`config.mk`:
```
export PLATFORM = sky130hd
export DESIGN_NAME = fp16_subnormal_unpack
export DESIGN_NICKNAME = d
export VERILOG_FILES = /design/src/rtl/fp16_subnormal_unpack.sv
export SDC_FILE = /design/constraint.sdc
export NUM_CORES = 1
export LEC_CHECK = 0
export ABC_AREA = 1
export BUFFER_PORTS_ARGS = -buffer_cell sky130_fd_sc_hd__buf_2
export CORE_MARGIN = 4
export CORE_UTILIZATION = 53
export DETAILED_ROUTE_END_ITERATION = 16
export GPL_TIMING_DRIVEN = 0
export MAX_ROUTING_LAYER = met4
export PLACE_DENSITY = 0.93
export SLEW_MARGIN = 15
export SYNTH_ARGS = -nofsm -noshare
export SYNTH_HDL_FRONTEND = slang
export SYNTH_SLANG_ARGS = --single-unit
```
`constraint.sdc`:
```
create_clock -name clk -period 2.24 [get_ports clk]
set_clock_uncertainty 0.1 [all_clocks]
set_input_delay 0.336 -clock clk [delete_from_list [all_inputs] [get_ports clk]]
set_output_delay 0.336 -clock clk [all_outputs]
set_load 0.01 [all_outputs]
```
`src/rtl/fp16_subnormal_unpack.sv`:
```
// FP16 input unpacker: splits a half-precision word into sign / biased exponent / mantissa
// with hidden bit at [10], normalizing subnormals one left shift per cycle.
`timescale 1ns/1ps
module fp16_subnormal_unpack #(
    parameter int unsigned BIAS  = 15,
    parameter int unsigned EXP_W = 7
) (
    input  logic             clk,
    input  logic             rst,
    input  logic             in_valid,
    output logic             in_ready,
    input  logic [15:0]      in_data,
    output logic             out_valid,
    input  logic             out_ready,
    output logic             sign,
    output logic [EXP_W-1:0] exp_final,
    output logic [10:0]      norm_sum,
    output logic             is_zero,
    output logic             is_sub,
    output logic             is_inf,
    output logic             is_nan
);

    // All-ones exponent field (inf/nan) follows from the bias: 2*BIAS+1.
    localparam logic [4:0] EXP_MAX = 5'(2 * BIAS + 1);

    typedef enum logic [1:0] {
        IDLE,
        NORM,
        DONE
    } state_t;

    state_t           state_q;
    logic             sign_q;
    logic [EXP_W-1:0] exp_q;
    logic [10:0]      mant_q;
    logic [3:0]       flags_q;   // {nan, inf, sub, zero}

    state_t           state_d;
    logic             sign_d;
    logic [EXP_W-1:0] exp_d;
    logic [10:0]      mant_d;
    logic [3:0]       flags_d;

    logic [4:0]       in_exp;
    logic [9:0]       in_frac;

    assign in_exp  = in_data[14:10];
    assign in_frac = in_data[9:0];

    // Classification of the word on in_data, applied on whichever edge accepts it.
    always_comb begin
        state_d = DONE;
        sign_d  = in_data[15];
        exp_d   = '0;
        mant_d  = '0;
        flags_d = '0;
        if (in_exp == 5'd0) begin
            if (in_frac == 10'd0) begin
                flags_d = 4'b0001;
            end else begin
                state_d = NORM;
                exp_d   = EXP_W'(1);
                mant_d  = {1'b0, in_frac};
                flags_d = 4'b0010;
            end
        end else if (in_exp == EXP_MAX) begin
            exp_d = EXP_W'(EXP_MAX);
            if (in_frac == 10'd0) begin
                flags_d = 4'b0100;
            end else begin
                mant_d  = {1'b0, in_frac};
                flags_d = 4'b1000;
            end
        end else begin
            exp_d  = EXP_W'(in_exp);
            mant_d = {1'b1, in_frac};
        end
    end

    always_ff @(posedge clk or negedge rst) begin
        if (!rst) begin
            state_q <= IDLE;
            sign_q  <= 1'b0;
            exp_q   <= '0;
            mant_q  <= '0;
            flags_q <= '0;
        end else begin
            case (state_q)
                IDLE: begin
                    if (in_valid) begin
                        state_q <= state_d;
                        sign_q  <= sign_d;
                        exp_q   <= exp_d;
                        mant_q  <= mant_d;
                        flags_q <= flags_d;
                    end
                end
                NORM: begin
                    mant_q <= mant_q << 1;
                    exp_q  <= exp_q - EXP_W'(1);
                    // Bit 9 now becomes the hidden bit after this shift.
                    if (mant_q[9]) begin
                        state_q <= DONE;
                    end
                end
                DONE: begin
                    if (out_ready) begin
                        if (in_valid) begin
                            state_q <= state_d;
                            sign_q  <= sign_d;
                            exp_q   <= exp_d;
                            mant_q  <= mant_d;
                            flags_q <= flags_d;
                        end else begin
                            state_q <= IDLE;
                        end
                    end
                end
                default: state_q <= IDLE;
            endcase
        end
    end

    assign in_ready  = (state_q == IDLE) || ((state_q == DONE) && out_ready);
    assign out_valid = (state_q == DONE);
    assign sign      = sign_q;
    assign exp_final = exp_q;
    assign norm_sum  = mant_q;
    assign is_zero   = flags_q[0];
    assign is_sub    = flags_q[1];
    assign is_inf    = flags_q[2];
    assign is_nan    = flags_q[3];

endmodule

```
==> flow_metrics.env <==
export IMPL_fp_dieW_microns=58.75
export IMPL_drive_above_1_share_pct=25.11
export IMPL_postRouteAntennaNets=0
export IMPL_cp_max_fo=3
export IMPL_cts_htree_levels=1
export IMPL_final_cells=265
export IMPL_worstPathArrival_ns=1.19
export IMPL_ys_types=24
export IMPL_grtUsageTotal_pct=20.70
export IMPL_tightest_slew_ns=0.5611
export IMPL_drv_cap=0
export IMPL_grt_pass1_vias=1239
export IMPL_layout_nets=257
export IMPL_placeableCoreArea_sq_um=2477
export IMPL_clockBufferDepth=2
export IMPL_cp_cell_sequence="inv_1 -> nor2_1 -> nor2_1 -> buf_2"
export IMPL_holdBufCountCts=1
export IMPL_grt_max_degree=26
export IMPL_ir_drop_mv=0.4587
export IMPL_max_slew_margin_pct=62.59
export IMPL_synthTopCellsByArea="dfrtp_1, nand2_1, nor2_1"
export IMPL_final_cell_mix="nand2_1, buf_2, nor2_1"
export IMPL_drcViolationCount=0
export IMPL_syn_inst=186
export IMPL_rsz0062_at_grt="no"
export IMPL_wirelength_mm=3.225
export IMPL_die_h_microns=58.75
export IMPL_root_buffer="clkbuf_4"
export IMPL_cts_setup_buffers=0
export IMPL_ys_seq_area_share_pct=45.83
export IMPL_critPathSlowestCell="dfrtp_1"
export IMPL_grt_pass1_wl_mm=5.388
export IMPL_clock_latency_ns=0.31
export IMPL_layout_commonest_cell="nand2_1"
export IMPL_avgRoutedWirePerCell_microns=12.17
export IMPL_dp_cells=260
export IMPL_grt_antenna_before_repair=0
export IMPL_dieArea_sq_um=3452
export IMPL_vias_per_cell=5.128
export IMPL_dr_pass1_iters=4
export IMPL_required_ns=1.80
export IMPL_maxSlewViolCount=0
export IMPL_worstSetupEndpointType="output port"
export IMPL_synthesis_nets=207
export IMPL_start_kind="register"
export IMPL_min_path_type="input pin to register"
export IMPL_max_freq_mhz=616.4
export IMPL_hold_viol_final=0
export IMPL_io_buffer_count=44
export IMPL_ys_warn_count=0
export IMPL_status="completed"
export IMPL_cts_tree="done"
export IMPL_crit_top_cell="nor2_1"
export IMPL_synth_seq_cells=25
export IMPL_period_minus_slack_ns=1.622
export IMPL_postCtsResizedCells=0
export IMPL_synth_area_sq_um=1365
export IMPL_dpl_hpwl_mm=2.553
export IMPL_synth_top_area_share_pct=45.83
export IMPL_initial_core_util_pct=55.10
export IMPL_syn_to_final_growth_pct=21.63
export IMPL_setup_viol=0
export IMPL_antennaDiodeCount=0
export IMPL_drt_iter0_drc=66
export IMPL_tns_ns=0
export IMPL_power_per_cell_area_nw_per_um2=633.8
export IMPL_path_class="register to output port"
export IMPL_globalplace_congestion=0.8656
export IMPL_rows=18
export IMPL_grt_overflow=0
export IMPL_cts_buffers=3
export IMPL_path_clk_slew_ns=0.13
export IMPL_critPathMaxStageDelay_ns=0.41
export IMPL_fin_crit_sh_pct=72.43
export IMPL_vias=1359
export IMPL_power_leakage_nw=0.9471
export IMPL_syn_area_per_cell_sq_um=7.339
export IMPL_fill_cells=232
export IMPL_synth_area_leader_cell="dfrtp_1"
export IMPL_io_pins=45
export IMPL_timing_hold_ws_ns=0.1202
export IMPL_clkSinkCount=25
## cell usage after synthesis
master and number:
nand2_1 53, nor2_1 27, dfrtp_1 25, inv_1 23, o21ai_0 15, nand3_1 9
o21ai_1 9, a21oi_1 4, a22oi_1 2, buf_2 2, buf_6 2, nand4_1 2
o211ai_1 2, buf_4 1, ha_1 1, inv_4 1, nand2_2 1, nand2_4 1
nor2_2 1, nor3_1 1, o21ai_2 1, o31ai_1 1, o31ai_2 1, xor2_1 1
## power by group
group / internal [mW] / leakage (nW) / total (mW) / switching [mW]
Combinational: 0.119 / 0.615 / 0.303 / 0.184
Sequential: 0.508 / 0.314 / 0.552 / 0.0443
Clock: 0.0667 / 0.0177 / 0.197 / 0.130
## worst paths after layout
kind	slack (ns)	cells past startpoint	to	startpoint
min in group asynchronous	0.43	2	flags_q[3]	rst
min reg2reg	0.40	2	flags_q[1]	flags_q[1]
max in group asynchronous	1.24	2	norm_sum[7]	rst
max	0.62	4	in_ready	state_q[1]
max reg2reg	0.72	5	flags_q[2]	state_q[1]
min	0.12	3	sign	in_data[15]
## cell families after synthesis
logic type / Yosys count / synth area share, %
flip-flops: 25 / 45.83
AO/OA/AOI/OAI: 35 / 14.57
XOR/XNOR: 1 / 0.6417
buffers and inverters: 29 / 9.716
adder cells (fa/ha/maj): 1 / 0.9164
AND/OR/NAND/NOR: 95 / 28.32
## registers in the layout (all words and copies together), names as in the netlist
signal,flops
flags_q,4
norm_sum,11
exp_final,7
sign,1
state_q,2
## critical path: cells and delay by family (launching register included)
| kind | cells | cell delay (ns) |
|---|---|---|
| flip-flops | 1 | 0.41 |
| buffers and inverters | 2 | 0.26 |
| AND/OR/NAND/NOR | 2 | 0.20 |
## layout make-up
cell class	instances	area, sq um	share of cell area (%)
timing repair buffer	45	230.2	13.87
inverter	24	92.59	5.576
clock buffer	3	22.52	1.356
multi-input combinational	132	606.8	36.55
clock inverter	1	5.005	0.3014
sequential	25	625.6	37.68
tap	30	37.54	2.261
buffer	5	40.04	2.411
## per-layer routing
| metal | GRT usage [%] | vias to the layer above | wire (microns) |
|---|---|---|---|
| li1 | - | 688 | - |
| met1 | 28.37 | 619 | 1437 |
| met2 | 32.81 | 48 | 1519 |
| met3 | 2.632 | 4 | 234 |
| met4 | 4.854 | 0 | 33 |
| met5 | - | - | 0 |
## stage by stage
step | total power [mW] | area [sq um] | setup WS [ns] | utilization (%)
2_1_floorplan | 0.7352 | 1365 | 0.9276 | -
3_3_place_gp | 0.8521 | 1623 | 0.7904 | 65.51
3_5_place_dp | 0.8653 | 1623 | 0.7387 | 65.51
4_1_cts | 1.060 | 1660 | 0.6094 | 67.02
5_1_grt | 1.140 | 1660 | 0.4849 | 67.02
6_report | 1.052 | 1660 | 0.6176 | 67.02
Note: power is estimated with default switching activity, not from simulation.
